==> src/rtl/fp_pkg.sv <==
// Shared floating-point constants and the integer-to-float state encoding.
// Also imported by the float compare/add units.
package fp_pkg;

   localparam int unsigned FP_EXP_BIAS = 127;
   localparam int unsigned FP_EXP_W    = 8;
   localparam int unsigned FP_MANT_W   = 23;

   localparam logic [31:0] FP_POS_ZERO = 32'h0000_0000;

   typedef enum logic [1:0] {
      IDLE  = 2'd0,
      NORM  = 2'd1,
      ROUND = 2'd2,
      DONE  = 2'd3
   } fp_state_e;

endpackage

==> src/rtl/fp_round_rne.sv <==
// Round-to-nearest-even of a normalized 32-bit magnitude (leading one at bit 31)
// into a packed single-precision {exp, mant} field. Purely combinational.
module fp_round_rne
   import fp_pkg::*;
(
   input  logic [31:0]                   mag_in,
   input  logic [8:0]                    exp_in,
   output logic [FP_EXP_W+FP_MANT_W-1:0] exp_mant_out,
   output logic                          inexact_out
);

   logic [FP_MANT_W-1:0] mant;
   logic                 guard;
   logic                 sticky;
   logic                 round_up;
   logic [FP_MANT_W:0]   mant_sum;
   logic [FP_EXP_W-1:0]  exp_out;

   always_comb begin
      mant     = mag_in[30:8];
      guard    = mag_in[7];
      sticky   = |mag_in[6:0];
      round_up = guard & (sticky | mant[0]);
      mant_sum = {1'b0, mant} + {{FP_MANT_W{1'b0}}, round_up};
      // A carry out of the mantissa leaves it all-zero and bumps the exponent.
      exp_out  = FP_EXP_W'(exp_in + {8'd0, mant_sum[FP_MANT_W]});
      exp_mant_out = {exp_out, mant_sum[FP_MANT_W-1:0]};
      inexact_out  = guard | sticky;
   end

endmodule

==> src/rtl/int_to_float.sv <==
// Multi-cycle 32-bit integer (signed or unsigned) to IEEE-754 single converter.
// Serial leading-zero normalization, then one RNE rounding cycle.
module int_to_float
   import fp_pkg::*;
#(
   parameter int unsigned NORM_STEP = 1
)
(
   input  logic        clk,
   input  logic        rst_n,
   input  logic        in_valid,
   output logic        in_ready,
   input  logic [31:0] in_data,
   input  logic        in_signed,
   output logic        out_valid,
   input  logic        out_ready,
   output logic [31:0] out_data,
   output logic        out_inexact
);

   // Handshake: a transfer happens on a rising edge where valid and ready are
   // both high; valid never depends on ready, and DONE holds the result stable.

   fp_state_e   state_q, state_d;
   logic [31:0] mag_q, mag_d;
   logic [8:0]  exp_q, exp_d;
   logic        sign_q, sign_d;
   logic [31:0] out_data_q, out_data_d;
   logic        out_inexact_q, out_inexact_d;

   logic        accept;
   logic        in_neg;
   logic [31:0] in_mag;
   logic [FP_EXP_W+FP_MANT_W-1:0] rnd_exp_mant;
   logic        rnd_inexact;

   assign accept = in_valid & in_ready;
   assign in_neg = in_signed & in_data[31];
   // The most negative value negates onto itself, which is the correct magnitude.
   assign in_mag = in_neg ? (~in_data + 32'd1) : in_data;

   fp_round_rne u_round (
      .mag_in       (mag_q),
      .exp_in       (exp_q),
      .exp_mant_out (rnd_exp_mant),
      .inexact_out  (rnd_inexact)
   );

   // State register
   always_ff @(posedge clk or negedge rst_n) begin
      if (!rst_n) begin
         state_q       <= IDLE;
         mag_q         <= '0;
         exp_q         <= '0;
         sign_q        <= 1'b0;
         out_data_q    <= FP_POS_ZERO;
         out_inexact_q <= 1'b0;
      end else begin
         state_q       <= state_d;
         mag_q         <= mag_d;
         exp_q         <= exp_d;
         sign_q        <= sign_d;
         out_data_q    <= out_data_d;
         out_inexact_q <= out_inexact_d;
      end
   end

   // Next state
   always_comb begin
      state_d = state_q;
      case (state_q)
         IDLE:    if (accept) state_d = (in_mag == 32'd0) ? DONE : NORM;
         NORM:    if (mag_q[31]) state_d = ROUND;
         ROUND:   state_d = DONE;
         DONE:    if (out_ready) state_d = IDLE;
         default: state_d = IDLE;
      endcase
   end

   // Outputs decoded from state
   always_comb begin
      in_ready  = (state_q == IDLE);
      out_valid = (state_q == DONE);
   end

   // Datapath
   always_comb begin
      mag_d         = mag_q;
      exp_d         = exp_q;
      sign_d        = sign_q;
      out_data_d    = out_data_q;
      out_inexact_d = out_inexact_q;
      case (state_q)
         IDLE: begin
            if (accept) begin
               sign_d = in_neg;
               mag_d  = in_mag;
               exp_d  = 9'(FP_EXP_BIAS + 31);
               if (in_mag == 32'd0) begin
                  out_data_d    = FP_POS_ZERO;
                  out_inexact_d = 1'b0;
               end
            end
         end
         NORM: begin
            if (!mag_q[31]) begin
               // A wide step is only taken when it cannot push the leading one out.
               if ((NORM_STEP > 1) && (mag_q[31 -: NORM_STEP] == '0)) begin
                  mag_d = mag_q << NORM_STEP;
                  exp_d = exp_q - 9'(NORM_STEP);
               end else begin
                  mag_d = mag_q << 1;
                  exp_d = exp_q - 9'd1;
               end
            end
         end
         ROUND: begin
            out_data_d    = {sign_q, rnd_exp_mant};
            out_inexact_d = rnd_inexact;
         end
         default: ;
      endcase
   end

   assign out_data    = out_data_q;
   assign out_inexact = out_inexact_q;

endmodule
==> config.mk <==
export PLATFORM = sky130hd
export DESIGN_NAME = int_to_float
export DESIGN_NICKNAME = d
export VERILOG_FILES = /design/src/rtl/fp_pkg.sv /design/src/rtl/fp_round_rne.sv /design/src/rtl/int_to_float.sv
export SDC_FILE = /design/constraint.sdc
export NUM_CORES = 1
export LEC_CHECK = 0
export BUFFER_PORTS_ARGS = -buffer_cell sky130_fd_sc_hd__buf_2
export CAP_MARGIN = 20
export CORE_MARGIN = 2
export CORE_UTILIZATION = 47
export CTS_CLUSTER_SIZE = 28
export DETAILED_ROUTE_END_ITERATION = 10
export GPL_TIMING_DRIVEN = 1
export PLACE_DENSITY = 0.66
export SLEW_MARGIN = 20
export SYNTH_ARGS = -nofsm -noshare
export SYNTH_HDL_FRONTEND = slang
export SYNTH_HIERARCHICAL = 1
export SYNTH_SLANG_ARGS = --single-unit
==> constraint.sdc <==
create_clock -name clk -period 8.7 [get_ports clk]
set_input_delay 0.435 -clock clk [delete_from_list [all_inputs] [get_ports clk]]
set_output_delay 0.435 -clock clk [all_outputs]
set_load 0.02 [all_outputs]
==> Yosys cells after proc, flatten, opt, wreduce, memory -nomap -nowiden <==
Index checks and enable logic that the tools add are counted.
{ "word_totals": {"out_inout_bits": 35, "word_cells": 53, "ff_bits": 77} }
{ "op_classes": {"add_sub_neg": 4, "n_reduce_logical": 10, "bitwise": 6, "n_eq_ne": 8, "n_mux": 18} }
{ "ops": {"columns": ["cell", "count"], "rows": [
  ["$mux 32", 5],
  ["$pmux 32 s2", 2],
  ["$add 32x1->32 const B", 1],
  ["$logic_not 32->1", 1],
  ["$not 32->32", 1],
  ["$add 23x1->24", 1],
  ["$mux 9", 2],
  ["$pmux 9 s2", 1],
  ["$reduce_and 3->1", 3],
  ["$sub 9x1->9 const B", 1],
  ["$add 8x1->8", 1],
  ["$mux 2", 4],
  ["$pmux 2 s4", 1],
  ["$reduce_or 7->1", 1],
  ["$ne 2x1->1 const B", 3],
  ["$eq 2x2->1 const B", 2],
  ["$ne 2x2->1 const B", 2],
  ["$reduce_and 2->1", 2],
  ["$reduce_bool 2->1", 2],
  ["$and 1x1->1", 3],
  ["$eq 2x1->1 const B", 1],
  ["$logic_not 2->1", 1],
  ["$mux 1", 2],
  ["$or 1x1->1", 2],
  ["$pmux 1 s2", 1]
]} }

==> Depth between registers and ports, before layout <==
Gate-level depths: netlist of run 1.
{ "logic_depth": {"ltp_word": 7, "depth_mapped": 11, "mapped_depth_nobuf": 10} }

==> Hierarchy <==
Netlist of run 1, hierarchy kept.
{ "modules_own_cells": {"columns": ["mod", "cells_per_inst", "area_each_um2", "instances"], "rows": [
  ["int_to_float", 482, 4510.6, 1],
  ["fp_round_rne", 85, 600.6, 1]
]} }

==> Worst setup path after synthesis of run 1 <==
Ideal clock, no wire load.
{ "synth_path": {"path_type": "input to register", "start": "input port in_data[15]", "end": "register out_data_q[0], in the netlist out_data[0]", "path_buffers": 3, "path_slack_ns": 5.304, "setup_ns": 0.122, "t_required_ns": 8.578, "arrival_time_ns": 3.275, "stages": 11, "path_cell_list": "buf_6 > or4_4 > buf_6 > or3_4 > nor4_4 > a31oi_1 > or3_4 > a2111oi_4 > nand4_4 > buf_6 > a32o_1"} }
{ "synth_between": {"elab_chain_len": 6} }
{ "synth_rtl": {"columns": ["item", "line", "source"], "rows": [
  ["start, declared", "int_to_float.sv:13", "input logic [31:0] in_data,"],
  ["$not 32->32", "int_to_float.sv:40", "assign in_mag = in_neg ? (~in_data + 32'd1) : in_data;"],
  ["$add 32x1->32", "int_to_float.sv:40", null],
  ["$mux 32 (*)", "int_to_float.sv:40", null],
  ["$logic_not 32->1 (*)", "int_to_float.sv:99", "if (in_mag == 32'd0) begin"],
  ["$ne 2x1->1 (no source line) (*)", null, null],
  ["$reduce_and 3->1 (no source line) (*)", null, null],
  ["end signal, assigned", "int_to_float.sv:63", "out_data_q <= out_data_d;"],
  ["end, declared", "int_to_float.sv:28", "logic [31:0] out_data_q, out_data_d;"]
]} }
Every way passes the cells marked *; elsewhere a longest branch is shown, timed or not.
A chain may end at the register's enable or synchronous reset.

==> Worst setup path in the final report of run 1 <==
{ "layout_path": {"start": "input port in_data[0]", "end": "register out_data_q[16], in the netlist out_data[16]"} }
Same word-level chain as after synthesis.

==> results.ini, run 1 <==
[run_status]
outcome=finished, final reports clean

[place]
dp_hpwl_um=9683
io_buffers=71
dpl_worst_slack_ps=4574
numPlacedInstances=735
gp_congestion=0.8997

[routing]
firstDrtPassIters=5
wl_per_cell_um=17.35
post_drt_via_cell_ratio=5.983
route.detailed.drc=0
totalWireLength_um=13030
first_iter_violations=288
drtAntennaViolNets=0
num_vias=4493

[layout]
nFillCells=1000
final_cells=751
syn_to_final_growth_pct=10.47
multiInputGateArea_um2=2919
antenna_cells=0
drive_above_1_share_pct=18.21
final_net_count=656
seq_area_um2=1902

[global_route]
antenna_found_initial=0
grt_max_degree=77
grt_usage_pct=23.41
grt_pass1_vias=4228
overflow=0
grt_pass1_wl_um=21530
busiest_layer=met2
grt.met3_usage_pct=2.906
use_met2_pct=36.48
met1_usage_pct=33.31

[timing]
worstMarginPinSlew_ps=1000
setup-tns-final_ps=0
max_slew_margin_pct=32.81
slew_violations=0
finalCriticalPeriod_ps=3727
final-setup-viol-count=0
clock-skew-final_ps=11.56
timing.hold.ws_ps=311.5
fin_crit_sh_pct=42.84
fmax_ghz=0.2683
rsz0062_at_grt=false
hold_viol=0
worst_slack_ps=4973

[clock_tree]
post_cts_buffers=0
h-tree-depth=3
path_clk_slew_ps=80
cts_buffer_depth=2
cts_made_buffers=9
cts_tree=done
clk_latency_ps=350
root_buffer=clkbuf_8
cts_sinks=76
cts_hold_buf=0
postCtsResizedCells=0

[worst_setup_path]
crit_path_end_kind=flip-flop
cp_max_fo=33
worstSetupPathType=primary input to flip-flop
crit_arrival_ps=3960
crit_path_start_kind=primary input
worstPathRequired_ps=8930

[floorplanning]
start_util_pct=48.66
dieHeight_um=107.8
rows=37
core_um2=10420
io_pins=72
die-area_um2=11630
dieWidth_um=107.8

[synth]
postSynthCellCount=563
synth.cell_area_um2=5069
syn_avg_cell_area_um2=9.003
synthesis.nets=609
ys_warn_count=6

[pwr]
p_leak_nw=2.289
power.total_w=0.001618
power.density_nw_per_um2=289.0
max-vdd-ir-drop_uv=127.3

[flow_run]
maxCapViolCount=0

[min_path]
holdCritPathClass=primary input to asynchronous set/reset pin

==> through the flow <==
step	util (%)	instance area, µm²
2_1_floorplan	-	5069
3_3_place_gp	51.88	5404
3_5_place_dp	51.88	5404
4_1_cts	53.73	5597
5_1_grt	53.75	5599
6_report	53.75	5599
==> flip-flops by register name, summed over array words and instances, names as in the netlist <==
register and count:
out_inexact 1, out_data 32, sign_q 1, state_q 2, mag_q 32, exp_q 8
==> final cells by class <==
cell class / instances / area share, %
clock buffers: 10 / 2.279
clock inverters: 6 / 1.162
inverters: 12 / 0.8045
multi-input cells: 438 / 52.13
flip-flops and latches: 76 / 33.97
well taps: 136 / 3.039
repair buffers: 73 / 6.615
==> layout by cell type, fill, tap and decap left out, drive strengths merged, types with 2 or more instances in the layout <==
master   n
or2      3
nor2    39
and3     5
xnor2   39
clkbuf  10
nand3   19
nor2b    3
xor2    23
a32oi    2
nor4    16
nor3b    2
clkinv   4
nand2   61
mux2i    2
a22oi   18
inv     12
dfrtp   76
ha       9
a32o    34
or4      8
o22ai    2
mux2     4
nand4   12
nand2b   2
buf     73
o21ai   45
a31oi    8
nor3    22
nor4b    3
or3     11
and2     5
o31ai    7
a21oi   23
==> report_power, final <==
| group | leakage (nW) | switching, W | internal (W) | total (W) |
|---|---|---|---|---|
| Clock | 0.0962 | 0.000132 | 0.000133 | 0.000264 |
| Combinational | 1.24 | 0.000446 | 0.000272 | 0.000717 |
| Sequential | 0.953 | 0.000142 | 0.000495 | 0.000636 |
| Total | 2.29 | 0.000719 | 0.000899 | 0.00162 |
==> final timing paths <==
| path | from | to | slack [ps] | cells after the start |
|---|---|---|---|---|
| max reg2reg | mag_q[7]$_DFFE_PN0P_ | out_data[30]$_DFFE_PN0P_ | 5600 | 10 |
| min reg2reg | sign_q$_DFFE_PN0P_ | out_data[31]$_DFFE_PN0P_ | 510 | 1 |
| min in group clk | in_data[0] | mag_q[0]$_DFFE_PN0P_ | 410 | 3 |
| min | rst_n | out_data[30]$_DFFE_PN0P_ | 310 | 2 |
| max | in_data[0] | out_data[16]$_DFFE_PN0P_ | 4970 | 11 |
| max in group asynchronous | rst_n | mag_q[17]$_DFFE_PN0P_ | 7770 | 2 |
==> per-layer routing <==
| metal | share of wire, % | wire length [µm] |
|---|---|---|
| met5 | 0 | 0 |
| met1 | 47 | 6102 |
| met3 | 4.4 | 572 |
| met2 | 47 | 6099 |
| met4 | 2.0 | 255 |
==> critical path, stage by stage <==
cell and delay, ps:
buf_2 110, inv_1 70, ha_1 200, nor3b_1 490, nand3_1 340, nor4_4 380, a31oi_1 130, or3_4 360
a2111oi_4 480, nand4_4 510, a32o_1 440
No activity file was read; power rests on OpenSTA's default activity.
==> run 2, diff against run 1 <==
==> constraint.sdc (replaced) <==
create_clock -name clk -period 3.8 [get_ports clk]
set_input_delay 0.19 -clock clk [delete_from_list [all_inputs] [get_ports clk]]
set_output_delay 0.19 -clock clk [all_outputs]
set_load 0.02 [all_outputs]
==> run 2 against run 1 <==
Net effect: first-iteration DRC count grew 11%; critical endpoint is now out_data[6]$_DFFE_PN0P_; routed wire length is essentially flat; clock-buffer cell count grew 4; die area is the same; cell area grew 2.1%.
==> results.ini, run 2 (same netlist as run 1, synthesis figures left out) <==
[run_status]
outcome=finished, final reports clean

[layout]
final_net_count=670  ; +2.1%
antenna_cells=0  ; unchanged
design_area_um2=5714  ; +2.1%
syn_to_final_growth_pct=12.74
nFillCells=978  ; -2.2%
layout_common_cells=76 x dfrtp_1, 70 x buf_2, 60 x nand2_1
final_common_cell=dfrtp_1
drive_above_1_share_pct=19.59  ; +1.4 points

[timing]
rsz0062_at_grt=false
hold_viol=0  ; unchanged
fmax_ghz=0.3163
slew_violations=0  ; unchanged
max_slew_margin_pct=47.21  ; +14 points
finalCriticalPeriod_ps=3162
worstMarginPinSlew_ps=784.6  ; -215.5 ps
final-setup-viol-count=0  ; unchanged
clock-skew-final_ps=10.86  ; -0.7068 ps
setup-tns-final_ps=0  ; unchanged
fin_crit_sh_pct=83.21

[clock_tree]
cts_made_buffers=9  ; unchanged
clk_latency_ps=360  ; about the same
post_cts_buffers=0  ; unchanged
cts_sinks=76  ; unchanged
cts_buffer_depth=2  ; unchanged
h-tree-depth=3  ; unchanged
path_clk_slew_ps=80  ; about the same
root_buffer=clkbuf_8
cts_tree=done

[global_route]
overflow=0  ; unchanged
grt_usage_pct=23.54  ; +0.12 points
grt_pass1_wl_um=21580  ; +0.20%
grt_max_degree=54  ; -30%
grt_pass1_vias=4294  ; +1.6%
antenna_found_initial=0  ; unchanged

[worst_setup_path]
cp_max_fo=33  ; unchanged
r2r_slack_ps=690  ; -4910 ps
crit_arrival_ps=3400  ; -560 ps
crit_path_end_kind=flip-flop
worstSetupPathType=primary input to flip-flop
worstPathRequired_ps=4040  ; -4890 ps
crit_path_start_kind=primary input

[floorplanning]
dieWidth_um=107.8  ; unchanged
io_pins=72  ; unchanged
start_util_pct=48.66  ; unchanged
rows=37  ; unchanged
core_um2=10420  ; unchanged
dieHeight_um=107.8  ; unchanged
die-area_um2=11630  ; unchanged

[place]
gp_congestion=0.8703  ; -3.3%
postPlaceCellArea_um2=5512  ; +2.0%
dp_hpwl_um=9868  ; +1.9%
io_buffers=71  ; unchanged

[routing]
route.detailed.drc=0  ; unchanged
drtAntennaViolNets=0  ; unchanged
first_iter_violations=321  ; +11%
totalWireLength_um=13040  ; about the same
firstDrtPassIters=5  ; unchanged
post_drt_via_cell_ratio=5.978  ; about the same
wl_per_cell_um=17.07  ; -1.6%
num_vias=4567  ; +1.6%

[min_path]
holdCritPathClass=primary input to flip-flop

[pwr]
max-vdd-ir-drop_uv=306.3  ; +140%
p_leak_nw=2.367  ; +3.4%
power.total_w=0.003734  ; +130%
power.density_nw_per_um2=653.4  ; +130%

[flow_run]
maxCapViolCount=0  ; unchanged

run 2: worst paths after layout:
check	from	end	cells past startpoint
min in group asynchronous	rst_n	out_data[30]$_DFFE_PN0P_	2
max	in_data[2]	out_data[6]$_DFFE_PN0P_	10
min reg2reg	mag_q[3]$_DFFE_PN0P_	mag_q[3]$_DFFE_PN0P_	2
max in group asynchronous	rst_n	mag_q[18]$_DFFE_PN0P_	3
min	in_data[0]	mag_q[0]$_DFFE_PN0P_	3
max reg2reg	mag_q[7]$_DFFE_PN0P_	out_data[30]$_DFFE_PN0P_	10
run 2: cell type report:
cell class / instances / area, µm² / area share (%)
Clock buffer: 14 / 182.7 / 3.197
Clock inverter: 1 / 5.005 / 0.08758
Inverter: 12 / 45.04 / 0.7883
Multi-Input combinational cell: 438 / 2917 / 51.04
Sequential cell: 76 / 1902 / 33.28
Tap cell: 136 / 170.2 / 2.978
Timing Repair Buffer: 87 / 493.0 / 8.627
run 2: report_power, final:
part | internal, W | switching, W
Combinational | 0.000665 | 0.00102
Sequential | 0.00113 | 0.000328
Clock | 0.000305 | 0.000284
Total | 0.00210 | 0.00163
run 2: worst max-delay path, cell delays in order:
cell	delay, ps
buf_2	130
or4_4	580
or4_1	530
nor2_1	280
a31oi_1	120
or3_4	370
a2111oi_4	480
nand4_4	130
buf_4	260
a32o_1	300
run 2: per-stage QoR:
step	setup WS (ps)	std cells	hold slack [ps]	util, %
after floorplan	648.6	563	-105.6	-
after global placement	351.9	748	443.0	52.91
after detailed placement	279.8	748	476.0	52.91
after CTS	654.9	763	85.65	54.71
after global routing	479.6	764	157.3	54.86
final	637.9	764	147.3	54.86
run 2: per-layer routing:
metal	part of all wire [%]	global-route usage, %
met1	46	32.67
met3	5.1	3.329
met2	47	37.29
met4	1.6	8.791
met5	0	0
run 2: what timing repair did:
| action | CTS | global route |
|---|---|---|
| hold endpoints to repair | 0 | 49 |
| hold buffers | 0 | 1 |
| resized for setup | 0 | 0 |
==> run 3, diff against run 2 <==
--- a/config.mk
+++ b/config.mk
@@ -12,7 +12,7 @@
 export CTS_CLUSTER_SIZE = 28
 export DETAILED_ROUTE_END_ITERATION = 10
 export GPL_TIMING_DRIVEN = 1
-export PLACE_DENSITY = 0.66
+export PLACE_DENSITY = 0.69
 export SLEW_MARGIN = 20
 export SYNTH_ARGS = -nofsm -noshare
 export SYNTH_HDL_FRONTEND = slang
==> constraint.sdc (replaced) <==
create_clock -name clk -period 2.64 [get_ports clk]
set_input_delay 0.132 -clock clk [delete_from_list [all_inputs] [get_ports clk]]
set_output_delay 0.132 -clock clk [all_outputs]
set_load 0.02 [all_outputs]
==> run 3 against run 2 <==
Net effect: the flow now finishes with violations (setup timing); critical path type unchanged; final cell count is 16% higher; sequential share of layout area is 5.6 points lower; clock-buffer cell count fell by 4; critical endpoint is now out_data[7]$_DFFE_PN0P_; non-clock buffer count grew 125; sequential cell count is the same; sequential power is 37% higher; global-route usage is 3.2 points higher; largest power group unchanged; cell area is 20% higher.
==> results.ini, run 3 (same netlist as run 1, synthesis figures left out) <==
[run_status]
outcome=finished, violations left
violations=setup timing

[clock_tree]
cts_buffer_depth=2  ; unchanged
cts_tree=done
path_clk_slew_ps=80  ; about the same
cts_made_buffers=9  ; unchanged
root_buffer=clkbuf_8
cts_sinks=76  ; unchanged
h-tree-depth=3  ; unchanged
clk_latency_ps=360  ; about the same

[timing]
slew_violations=0  ; unchanged
rsz0062_at_grt=true
hold_viol=0  ; unchanged
setup-tns-final_ps=-5567  ; -5567 ps
final-setup-viol-count=33  ; +33
fin_crit_sh_pct=107.8
fmax_ghz=0.3513
finalCriticalPeriod_ps=2846
max_slew_margin_pct=35.46  ; -12 points
worstMarginPinSlew_ps=960.6  ; +176.0 ps
worst_slack_ps=-206.5  ; -844.4 ps
clock-skew-final_ps=11.58  ; +0.7217 ps

[routing]
num_vias=5148  ; +13%
first_iter_violations=338  ; +5.3%
firstDrtPassIters=5  ; unchanged
post_drt_via_cell_ratio=5.784  ; -3.2%
totalWireLength_um=15030  ; +15%
route.detailed.drc=0  ; unchanged
drtAntennaViolNets=0  ; unchanged
wl_per_cell_um=16.89  ; -1.0%

[worst_setup_path]
cp_max_fo=8  ; -76%
worstSetupPathType=primary input to flip-flop
worstPathRequired_ps=2940  ; -1100 ps
reg2reg_depth=10  ; unchanged
crit_path_end_kind=flip-flop
crit_arrival_ps=3150  ; -250 ps
crit_path_start_kind=primary input

[pwr]
comb_power_share_pct=52.0  ; +6.9 points
power.total_w=0.006050  ; +62%
max-vdd-ir-drop_uv=476.2  ; +55%
power_frac_seq_pct=33.1  ; -6.1 points
power.internal_w=0.003491  ; +66%
p_sw_w=0.002559  ; +57%
power_frac_clock_pct=14.9  ; -0.9 points
p_leak_nw=3.041  ; +28%
power.density_nw_per_um2=879.4  ; +35%
p_sw_share_pct=42.30  ; -1.4 points

[global_route]
met1_usage_pct=34.03  ; +1.4 points
antenna_found_initial=0  ; unchanged
grt.met3_usage_pct=3.935  ; +0.61 points
overflow=0  ; unchanged
grt_pass1_wl_um=24430  ; +13%
grt_usage_pct=26.77  ; +3.2 points
grt_max_degree=41  ; -24%
grt_pass1_vias=5044  ; +17%
use_met2_pct=46.00  ; +8.7 points
busiest_layer=met2

[floorplanning]
dieHeight_um=107.8  ; unchanged
core_um2=10420  ; unchanged
rows=37  ; unchanged
die-area_um2=11630  ; unchanged
dieWidth_um=107.8  ; unchanged
start_util_pct=48.66  ; unchanged
io_pins=72  ; unchanged

[min_path]
hold-path-cell-count=4  ; +1
holdCritPathClass=primary input to flip-flop

[layout]
nFillCells=891  ; -8.9%
layout_common_cells=132 x buf_4, 76 x dfrtp_1, 69 x buf_2
design_area_um2=6879  ; +20%
antenna_cells=0  ; unchanged
drive_above_1_share_pct=35.41  ; +16 points
final_common_cell=buf_4
syn_to_final_growth_pct=35.72
final_net_count=795  ; +19%

[place]
io_buffers=71  ; unchanged
dpl_worst_slack_ps=-621.1  ; -900.9 ps
gp_congestion=0.8825  ; +1.4%
postPlaceCellArea_um2=6361  ; +15%
dp_hpwl_um=11210  ; +14%

[flow_run]
maxCapViolCount=0  ; unchanged

==> run 3: cell types whose count changed in the layout (fill, tap and decap cells not counted), moves of 3 or more <==
cell | before | now
or4_4 | 2 | 5
clkbuf_8 | 13 | 10
buf_16 | 0 | 3
buf_6 | 0 | 4
buf_4 | 15 | 132
or4_1 | 6 | 3
==> run 3: layout make-up <==
type                       count  area [µm²]  area share, %
inverter                      12       45.04         0.6548
clock buffer                  10       137.6          2.001
sequential                    76        1902          27.65
timing repair buffer         212        1539          22.37
multi-input combinational    438        3022          43.93
clock inverter                 6       63.81         0.9276
tap                          136       170.2          2.474
==> run 3: stage by stage <==
stage,util (%),hold slack [ps],instances
2_1_floorplan,-,-163.6,563
3_3_place_gp,61.07,201.4,859
3_5_place_dp,61.07,213.4,859
4_1_cts,65.13,153.3,885
5_1_grt,66.04,161.4,890
6_report,66.04,167.5,890
==> run 3: power by group through the flow <==
| stage | combinational [W] | clock, W | sequential [W] |
|---|---|---|---|
| final | 0.00314 | 0.000901 | 0.00200 |
| after global routing | 0.00346 | 0.000960 | 0.00207 |
| after floorplan | 0.00156 | 0 | 0.00225 |
| after detailed placement | 0.00284 | 0 | 0.00202 |
| after CTS | 0.00309 | 0.000914 | 0.00200 |
| after global placement | 0.00273 | 0 | 0.00200 |
==> run 3: routing by layer <==
| layer | part of all wire (%) | routed length, µm | vias up |
|---|---|---|---|
| met2 | 50 | 7483 | 166 |
| met5 | 0 | 0 | - |
| met4 | 2.5 | 379 | 0 |
| met1 | 43 | 6420 | 2482 |
| met3 | 5.0 | 747 | 32 |
| li1 | - | - | 2468 |
==> run 3: worst paths after layout <==
kind / startpoint / endpoint / slack (ps)
setup / recovery: in_data[22] / out_data[7]$_DFFE_PN0P_ / -210
hold / removal: in_data[0] / mag_q[0]$_DFFE_PN0P_ / 170
setup reg to reg: mag_q[9]$_DFFE_PN0P_ / out_data[30]$_DFFE_PN0P_ / -100
hold reg to reg: mag_q[5]$_DFFE_PN0P_ / mag_q[5]$_DFFE_PN0P_ / 510
max in group asynchronous: rst_n / mag_q[29]$_DFFE_PN0P_ / 1910
min in group asynchronous: rst_n / out_data[31]$_DFFE_PN0P_ / 340
==> run 3: critical path: stages <==
cell       delay, ps
buf_6             90
or4_4            530
or4_4            530
or3_4            350
a21oi_4          160
o21ai_2           80
a2111oi_4        440
buf_4            190
a41o_4           220
buf_12           130
clkbuf_16        150
a32o_1           120
==> run 3: timing repair <==
action	4_1_cts	5_1_grt
hold endpoints to repair	76	0
resized for setup	15	14
hold buffers	1	0
cloned	3	1
setup buffers	6	5
endpoints found under the setup margin	33	35
pin swaps	6	12
